## src/rtl/pipe_stage_skid_reg.sv

```systemverilog
// Elastic pipeline-stage register between two stages with valid/ready handshake.
// SKID_EN=1 adds a hidden skid entry so in_ready is a pure state decode.
module pipe_stage_skid_reg #(
  parameter int unsigned CTRL_W     = 8,
  parameter int unsigned DATA_W     = 128,
  parameter bit          SKID_EN    = 1'b1,
  parameter bit          CLEAR_DATA = 1'b1
) (
  input  logic              clk,
  input  logic              rst,
  input  logic              flush,
  input  logic              in_valid,
  output logic              in_ready,
  input  logic [CTRL_W-1:0] in_ctrl,
  input  logic [DATA_W-1:0] in_data,
  output logic              out_valid,
  input  logic              out_ready,
  output logic [CTRL_W-1:0] out_ctrl,
  output logic [DATA_W-1:0] out_data,
  output logic [1:0]        occ
);

  // State encoding equals the number of held entries.
  typedef enum logic [1:0] {
    EMPTY = 2'd0,
    ONE   = 2'd1,
    FULL2 = 2'd2
  } state_t;

  state_t state;
  state_t state_nxt;

  logic acc;
  logic pop;
  logic load_head_in;
  logic load_head_skid;
  logic load_skid;
  logic clear_head;

  logic [CTRL_W-1:0] head_ctrl;
  logic [DATA_W-1:0] head_data;
  logic [CTRL_W-1:0] skid_ctrl;
  logic [DATA_W-1:0] skid_data;

  assign out_valid = (state != EMPTY);
  assign in_ready  = SKID_EN ? (state != FULL2) : (!out_valid || out_ready);
  assign acc       = in_valid && in_ready;
  assign pop       = out_valid && out_ready;
  assign occ       = 2'(state);
  assign out_ctrl  = head_ctrl;
  assign out_data  = head_data;

  always_ff @(posedge clk) begin
    if (rst || flush) begin
      state <= EMPTY;
    end else begin
      state <= state_nxt;
    end
  end

  // Next state and datapath steering.
  always_comb begin
    state_nxt      = state;
    load_head_in   = 1'b0;
    load_head_skid = 1'b0;
    load_skid      = 1'b0;
    clear_head     = 1'b0;
    unique case (state)
      EMPTY: begin
        if (acc) begin
          state_nxt    = ONE;
          load_head_in = 1'b1;
        end
      end
      ONE: begin
        if (acc && !pop && SKID_EN) begin
          state_nxt = FULL2;
          load_skid = 1'b1;
        end else if (acc && pop) begin
          load_head_in = 1'b1;
        end else if (pop) begin
          state_nxt  = EMPTY;
          clear_head = 1'b1;
        end
      end
      FULL2: begin
        if (pop) begin
          state_nxt      = ONE;
          load_head_skid = 1'b1;
        end
      end
      default: begin
        state_nxt = EMPTY;
      end
    endcase
  end

  // Head control is cleared whenever the stage empties so out_ctrl is 0 while idle.
  always_ff @(posedge clk) begin
    if (rst || flush) begin
      head_ctrl <= '0;
      skid_ctrl <= '0;
      if (CLEAR_DATA) begin
        head_data <= '0;
        skid_data <= '0;
      end
    end else begin
      if (load_head_in) begin
        head_ctrl <= in_ctrl;
        head_data <= in_data;
      end else if (load_head_skid) begin
        head_ctrl <= skid_ctrl;
        head_data <= skid_data;
      end else if (clear_head) begin
        head_ctrl <= '0;
      end
      if (load_skid) begin
        skid_ctrl <= in_ctrl;
        skid_data <= in_data;
      end
    end
  end

endmodule

```

## config.mk

```make
export PLATFORM = sky130hd
export DESIGN_NAME = pipe_stage_skid_reg
export DESIGN_NICKNAME = d
export VERILOG_FILES = /design/src/rtl/pipe_stage_skid_reg.sv
export SDC_FILE = /design/constraint.sdc
export NUM_CORES = 1
export LEC_CHECK = 0
export ABC_AREA = 1
export BUFFER_PORTS_ARGS = -buffer_cell sky130_fd_sc_hd__buf_2
export CAP_MARGIN = 10
export CORE_AREA = 4 4 166 168
export DETAILED_ROUTE_END_ITERATION = 10
export DIE_AREA = 0 0 170 172
export PLACE_DENSITY = 0.74
export SLEW_MARGIN = 20
export SYNTH_ARGS = -nofsm -noshare
export SYNTH_HDL_FRONTEND = slang
export SYNTH_SLANG_ARGS = --single-unit
```

## constraint.sdc

```tcl
create_clock -name clk -period 1.6 [get_ports clk]
set_input_delay 0.32 -clock clk [delete_from_list [all_inputs] [get_ports clk]]
set_output_delay 0.32 -clock clk [all_outputs]
set_load 0.01 [all_outputs]
```

==> Word level (Yosys, flattened, before mapping) <==
Index checks and enable logic that the tools add are counted.
{ "word_totals": {"ff_bits": 274, "mem_bits_rw": 0, "out_inout_bits": 140, "romBits": 0, "input_bits": 141, "latchBits": 0, "memories": 0, "elab_cells": 45} }
{ "op_classes": {"mux": 22, "add_sub_neg": 0, "magnitude_cmp": 0, "shifts": 0, "n_eq_ne": 7, "bitwise": 0, "reduce_logical": 11, "mul": 0, "n_div": 0} }
{ "op_table": {"columns": ["op", "count"], "rows": [
  ["$mux W128", 2],
  ["$mux W8", 3],
  ["$mux W1", 10],
  ["$mux W2", 5],
  ["$ne A2 B2 Y1 const B", 3],
  ["$ne A3 B3 Y1 const B", 2],
  ["$pmux W2 S3", 1],
  ["$logic_and A1 B1 Y1", 4],
  ["$reduce_and A4 Y1", 1],
  ["$reduce_bool A2 Y1", 2],
  ["$reduce_bool A3 Y1", 1],
  ["$eq A2 B1 Y1 const B", 1],
  ["$eq A2 B2 Y1 const B", 1],
  ["$logic_not A2 Y1", 1],
  ["$pmux W1 S2", 1],
  ["$logic_not A1 Y1", 1],
  ["$logic_or A1 B1 Y1", 1]
]} }

==> Depth between registers and ports, before layout <==
Gate-level depths: netlist (run 1).
{ "depth": {"word_depth": 9, "mapped_depth": 9} }

==> Worst setup path before layout (run 1) <==
Ideal clock, no wire load.
{ "synth_timing": {"path_type": "register -> register", "start": "register state[1], in the netlist occ[1]", "end": "register head_data[85], in the netlist out_data[85]", "path_stages_with_launch": 10, "setup_ns": 0.132, "slack_ns": 0.170, "t_arrival_ns": 1.298, "required_time_ns": 1.468, "path_buffers": 3, "path_cell_list": "dfxtp_1 buf_4 nor2_8 nand2_2 inv_2 buf_2 buf_2 nand2_1 nand2_1 a21oi_1"} }
{ "synth_via": {"elab_chain_cells": 7} }
{ "synth_lines": {"columns": ["element", "line", "source"], "rows": [
  ["start, declared", "30", "state_t state;"],
  ["start signal, assigned", "57", "state <= state_nxt;"],
  ["$ne A2 B2 Y1 / $reduce_bool A2 Y1 (equally long branches)", "46, 45", null],
  ["$logic_and A1 B1 Y1 (on tied branches)", "47, 48", null],
  ["$logic_and A1 B1 Y1 / $logic_not A1 Y1 (equally long branches)", "79, 76", null],
  ["$mux W1 / $logic_and A1 B1 Y1 (equally long branches)", "79, 76", null],
  ["$mux W1", "76", "if (acc && !pop && SKID_EN) begin"],
  ["$pmux W1 S2", "68", "unique case (state)"],
  ["$mux W128 / $reduce_bool A2 Y1 (equally long branches)", null, null],
  ["end signal, assigned", "110", "head_data <= in_data;"],
  ["end signal, assigned", "113", "head_data <= skid_data;"],
  ["end, declared", "41", "logic [DATA_W-1:0] head_data;"]
]} }
Several ways; a longest one is shown, not always the timed one.
A chain may end at the register's enable or synchronous reset.

==> Worst setup path after layout (run 1) <==
{ "layout_timing": {"start": "register state[1], in the netlist occ[1]", "end": "output port out_valid"} }
{ "layout_via": {"elab_chain_cells": 1} }
{ "layout_lines": {"columns": ["element", "line", "source"], "rows": [
  ["$reduce_bool A2 Y1", "45", "assign out_valid = (state != EMPTY);"],
  ["end, declared", "16", "output logic out_valid,"]
]} }
Every way passes these cells.

==> results of run 1 <==
-- worst reg2reg max path, delay by kind of cell, from the launching register on --
| family | cells | cell delay [ns] |
|---|---|---|
| buf+inv | 3 | 0.54 |
| flops | 1 | 0.34 |
| simple gates | 2 | 0.30 |
| compound gates | 2 | 0.25 |
-- logic make-up (layout without fill, tap and decap cells) --
kind of cell | after synthesis | in the layout | share of synthesized area, %
simple gates | 456 | 456 | 16.5
other cells | 0 | 4 | 0
buf+inv | 395 | 661 | 13.5
flops | 274 | 274 | 47.1
compound gates | 532 | 532 | 22.9
-- power groups by stage --
stage	logic [W]	registers [W]	clock network, W
4_1_cts	0.00166	0.00710	0.00800
6_report	0.00167	0.00710	0.00784
3_3_place_gp	0.00162	0.00725	0
5_1_grt	0.00187	0.00711	0.00829
2_1_floorplan	0.000827	0.00731	0
3_5_place_dp	0.00165	0.00725	0
-- what timing repair did --
action | 4_1_cts | 5_1_grt
pin swaps | 0 | 0
setup buffers | 1 | 1
gates cloned | 0 | 1
endpoints found under the setup margin | 3 | 21
gates resized for setup | 5 | 16
hold buffers | 0 | 0
-- final cells by class --
cell class                      instances  area, µm²
Fill cell                            2388      10900
Sequential cell                       274       5490
Multi-Input combinational cell        988       4620
Timing Repair Buffer                  343       2320
Inverter                              265       1000
Clock buffer                           37        806
Tap cell                              335        419
Clock inverter                         16        322
Antenna cell                            4       10.0
-- per-layer routing --
| metal | GRT usage (%) | share of wire, % |
|---|---|---|
| met1 | 27.0 | 42 |
| met2 | 36.9 | 48 |
| met3 | 4.30 | 6.9 |
| met4 | 6.53 | 2.3 |
| met5 | 0 | 0.16 |
-- worst max path at each step --
stage,endpoint,slack (ns),cells past startpoint
6_report,out_valid,0.04,4
5_1_grt,skid_data[17]$_SDFFE_PP0P_,-0.01,7
4_1_cts,out_valid,0.0004,4
3_5_place_dp,skid_ctrl[1]$_SDFFE_PP0P_,0.01,8
3_3_place_gp,skid_ctrl[0]$_SDFFE_PP0P_,0.07,8
2_1_floorplan,out_data[85]$_SDFFE_PP0P_,0.17,9
-- metrics by stage --
stage | setup TNS (ns) | total power (W) | cell area, µm²
2_1_floorplan | 0 | 0.00814 | 11600
3_3_place_gp | 0 | 0.00887 | 13800
3_5_place_dp | 0 | 0.00890 | 13800
4_1_cts | 0 | 0.0168 | 14900
5_1_grt | -0.0450 | 0.0173 | 15000
6_report | 0 | 0.0166 | 15000
-- state kept, by name, indices dropped and copies added, names as in the netlist --
register,cells
skid_ctrl,8
out_data,128
skid_data,128
occ,2
out_ctrl,8
-- synth_stat cells (all sizes together) --
cell,n
buf,61
o21ai,274
dfxtp,274
a21oi,258
nand2,280
clkbuf,69
inv,265
nor2,36
nand3,140
==> flow_summary.json, run 1 <==
{
  "outcome": "complete, no violations",
  "syn_inst": 1657,
  "r2r_end": "skid_data[50]$_SDFFE_PP0P_",
  "final.min_clock_period_ns": 1.56,
  "drc": 0,
  "path_class": "reg -> out",
  "hold_depth": 3,
  "pwr-share-comb_pct": 10.0,
  "utilization_pct": 57.9,
  "synth_top_area_cell": "dfxtp_1",
  "ir_drop_mv": 1.05,
  "syn_nets": 1798,
  "worstPathArrival_ns": 1.24,
  "min_path_type": "in -> reg",
  "die_area_mm2": 0.0292,
  "routedWlPerCell_um": 14.7,
  "clk_pin_slew_ns": 0.06,
  "power_density_mw_per_mm2": 1110,
  "cts_sinks": 274,
  "clkPwrFrac_pct": 47.2,
  "sw_frac_of_total_pct": 23.6,
  "rows": 59,
  "ys_seq_area_share_pct": 47.1,
  "seqPwrFrac_pct": 42.7,
  "ys_top_cells_by_area": "dfxtp_1 (47%), o21ai_0 (12%), a21oi_1 (11%)",
  "root_buffer": "clkbuf_16",
  "routed_wl_um": 33300,
  "grt_pass1_vias": 10700,
  "fin_cells": 2262,
  "htreeDepth": 1,
  "drv_slew": 0,
  "internal-power_w": 0.0127,
  "clockBufferDepth": 3,
  "cts_tree": "built",
  "fp.coreArea_mm2": 0.0259,
  "worstSkewPairLatency_ns": 0.54,
  "vias": 11500,
  "timing.reg2reg.setup_slack_ns": 0.05,
  "fin_hold_ws_ns": 0.0522,
  "max_stage_delay_ns": 0.34,
  "worst-path-max-fanout": 6,
  "cpMaxStageDelayCell": "dfxtp_4",
  "startpoint": "occ[1]$_SDFFE_PP0P_",
  "netlist_area_mm2": 0.0116,
  "r2r-start": "occ[1]$_SDFFE_PP0P_",
  "drt_iter0_markers": 764,
  "cap_violations": 0,
  "drive_above_1_share_pct": 21.1,
  "die_h_um": 172,
  "place.gp.congestion": 0.812,
  "max_freq_mhz": 642,
  "io_pins": 281,
  "drtPass1Iterations": 5,
  "initial_core_util_pct": 44.9,
  "hold_end": "skid_data[77]$_SDFFE_PP0P_",
  "grt_pass1_wl_um": 52600,
  "period_share_pct": 97.3,
  "finClkSkew_ns": 0.0147,
  "worstPathRequired_ns": 1.28,
  "cp-end-kind": "primary output",
  "finalSetupViolCount": 0,
  "grt_usage_pct": 21.3,
  "rsz0062_at_grt": "yes",
  "gr-total-overflow": 0,
  "crit_family": "flip-flops",
  "setup_slack_ns": 0.0434,
  "path_buf_inv": 3,
  "crit_chain": "buf_6, inv_4, nand2_2, buf_6",
  "dp.cells": 2202,
  "tightest_slew_ns": 0.302,
  "vias_per_cell": 5.07,
  "synth_seq_cells": 274,
  "synth_cell_types": 17,
  "max-slew-margin-rel_pct": 79.9,
  "cp_common_cell": "buf_6",
  "port_buffers": 280,
  "dp_slack_ns": 0.0146,
  "layout_common_cells": "buf_2 (279), nand2_1 (277), dfxtp_1 (273)",
  "power.leakage_nw": 6.73,
  "power_switching_w": 0.00392,
  "synth_top_area_share_pct": 47.1,
  "hpwl_um": 22300,
  "antenna_found_initial": 7,
  "ff2ff_path_depth": 7,
  "hold_start": "in_data[77]",
  "layout_commonest_cell": "buf_2",
  "yosys_warnings": 0,
  "hold_viol_final": 0,
  "syn_avg_cell_area_um2": 7.02,
  "area_growth_pct": 28.9,
  "die_w_um": 170,
  "grt_max_degree": 74,
  "drtAntennaViolNets": 0,
  "finalNetCount": 2042,
  "cts_made_buffers": 29,
  "start_kind": "flip-flop"
}
Power figures use the tool's default switching activity.
==> run 2: changes to the inputs <==
--- a/config.mk
+++ b/config.mk
@@ -9,6 +9,7 @@
 export BUFFER_PORTS_ARGS = -buffer_cell sky130_fd_sc_hd__buf_2
 export CAP_MARGIN = 10
 export CORE_AREA = 4 4 166 168
+export CTS_BUF_LIST = sky130_fd_sc_hd__clkbuf_4
 export DETAILED_ROUTE_END_ITERATION = 10
 export DIE_AREA = 0 0 170 172
 export PLACE_DENSITY = 0.74
==> constraint.sdc (replaced) <==
create_clock -name clk -period 1.88 [get_ports clk]
set_input_delay 0.376 -clock clk [delete_from_list [all_inputs] [get_ports clk]]
set_output_delay 0.376 -clock clk [all_outputs]
set_load 0.01 [all_outputs]
==> flow_summary.json, run 2 (synthesis gave the netlist of run 1 again) <==
{
  "final.min_clock_period_ns": 1.77,
  "grt_usage_pct": 22.9,
  "internal-power_w": 0.00969,
  "seqPwrFrac_pct": 46.2,
  "die_area_mm2": 0.0292,
  "initial_core_util_pct": 44.9,
  "path_buf_inv": 2,
  "die_w_um": 170,
  "drt_iter0_markers": 857,
  "path_class": "reg -> out",
  "cts_made_buffers": 75,
  "drive_above_1_share_pct": 21.7,
  "finalNetCount": 2176,
  "cts_tree": "built",
  "p_total_w": 0.0131,
  "worstPathRequired_ns": 1.50,
  "routedWlPerCell_um": 14.3,
  "port_buffers": 280,
  "rows": 59,
  "power.leakage_nw": 7.06,
  "cap_violations": 0,
  "io_pins": 281,
  "setup_slack_ns": 0.108,
  "grt_max_degree": 91,
  "clkPwrFrac_pct": 41.9,
  "gr-total-overflow": 0,
  "max-slew-margin-rel_pct": 73.5,
  "pwr-share-comb_pct": 11.9,
  "cts_sinks": 274,
  "post-cts-setup-buffers": 0,
  "dp.cells": 2183,
  "hpwl_um": 21300,
  "fp.coreArea_mm2": 0.0259,
  "cp-end-kind": "primary output",
  "rsz0062_at_grt": "no",
  "path_depth": 3,
  "start_kind": "flip-flop",
  "place_area_mm2": 0.0135,
  "finClkSkew_ns": 0.0314,
  "worstSkewPairLatency_ns": 0.64,
  "layout_common_cells": "buf_2 (280), nand2_1 (278), dfxtp_1 (272)",
  "grt_pass1_wl_um": 56000,
  "place.gp.congestion": 0.804,
  "vias_per_cell": 5.02,
  "die_h_um": 172,
  "clockBufferDepth": 3,
  "max_stage_delay_ns": 0.39,
  "worstPathArrival_ns": 1.40,
  "fin_cells": 2428,
  "crit_family": "flip-flops",
  "area_growth_pct": 34.2,
  "worst-path-max-fanout": 6,
  "hold_viol_final": 0,
  "hold_depth": 3,
  "sw_frac_of_total_pct": 26.0,
  "finalSetupViolCount": 0,
  "dp_slack_ns": 0.172,
  "power_density_mw_per_mm2": 838,
  "design_area_mm2": 0.0156,
  "min_path_type": "in -> reg",
  "htreeDepth": 3,
  "tightest_slew_ns": 0.398,
  "ff2ff_path_depth": 7,
  "grt_pass1_vias": 11800,
  "routed_wl_um": 34800,
  "period_share_pct": 94.3,
  "layout_commonest_cell": "buf_2",
  "drtPass1Iterations": 5,
  "max_freq_mhz": 564,
  "multi_input_area_mm2": 0.00462,
  "fill_cells": 2320,
  "clk_pin_slew_ns": 0.07,
  "antenna_found_initial": 4,
  "register_area_mm2": 0.00549,
  "drc": 0,
  "vias": 12200,
  "crit_chain": "inv_1, nand2_1, buf_2",
  "root_buffer": "clkbuf_4",
  "drv_slew": 0,
  "tns_ns": 0,
  "ir_drop_mv": 0.560,
  "power_switching_w": 0.00340,
  "outcome": "complete, no violations",
  "drtAntennaViolNets": 0,
  "cpMaxStageDelayCell": "dfxtp_2"
}
## run 2: cell count changes in the layout (fill, tap and decap cells not counted), moves of 10 or more
cell           before  now
clkbuf_4            0  115
dlygate4sd3_1       0  110
clkbuf_16          30    0
o21ai_0           260  271
o21ai_1            14    3
buf_4              28   18
## run 2: power by group through the flow
stage               Clock (W)  Combinational, W  Sequential, W
floorplan                   0          0.000704        0.00622
global placement            0           0.00133        0.00617
detailed placement          0           0.00135        0.00617
CTS                   0.00564           0.00154        0.00604
global route          0.00598           0.00174        0.00606
finish                0.00549           0.00156        0.00605
## run 2: through the flow
stage | hold WS [ns] | util, %
2_1_floorplan | 0.425 | -
3_3_place_gp | 0.431 | 52.2
3_5_place_dp | 0.436 | 52.2
4_1_cts | 0.000746 | 60.2
5_1_grt | 0.00221 | 60.3
6_report | 0.0619 | 60.3
## run 2: final cells by class
class                   instances  share of cell area [%]
multi-input cells             988                    29.6
clock buffers                 115                    5.53
inverters                     265                    6.40
diodes                          4                  0.0641
repair buffers                431                    19.8
clock inverters                16                   0.769
flip-flops and latches        274                    35.2
well taps                     335                    2.68
## run 2: worst register-to-register path, stage by stage, from the launching register on
cell and delay [ns]:
dfxtp_2 0.36, inv_1 0.16, nand3_4 0.16, buf_12 0.23, buf_4 0.22, o21ai_0 0.21, nand2_1 0.10, a21oi_1 0.15
## run 2: path summary, 6_finish.rpt
path | startpoint | endpoint | slack, ns
setup reg to reg | occ[0]$_SDFFE_PP0P_ | out_data[81]$_SDFFE_PP0P_ | 0.24
setup / recovery | occ[0]$_SDFFE_PP0P_ | out_valid | 0.11
hold / removal | in_data[121] | skid_data[121]$_SDFFE_PP0P_ | 0.06
hold reg to reg | skid_data[60]$_SDFFE_PP0P_ | skid_data[60]$_SDFFE_PP0P_ | 0.44
## run 2: repair_timing
item | CTS | global route
endpoints found under the hold margin | 140 | 0
hold buffers | 110 | 0
gates resized for setup | 3 | 0
endpoints found under the setup margin | 3 | 0
## run 2: per-layer routing
metal  part of all wire, %  GRT usage, %  routed length [µm]
met3                   7.1          5.05                2460
met2                    48          39.8               16800
met4                   3.6          10.8                1270
met5                     0             0                   0
met1                    41          27.0               14300
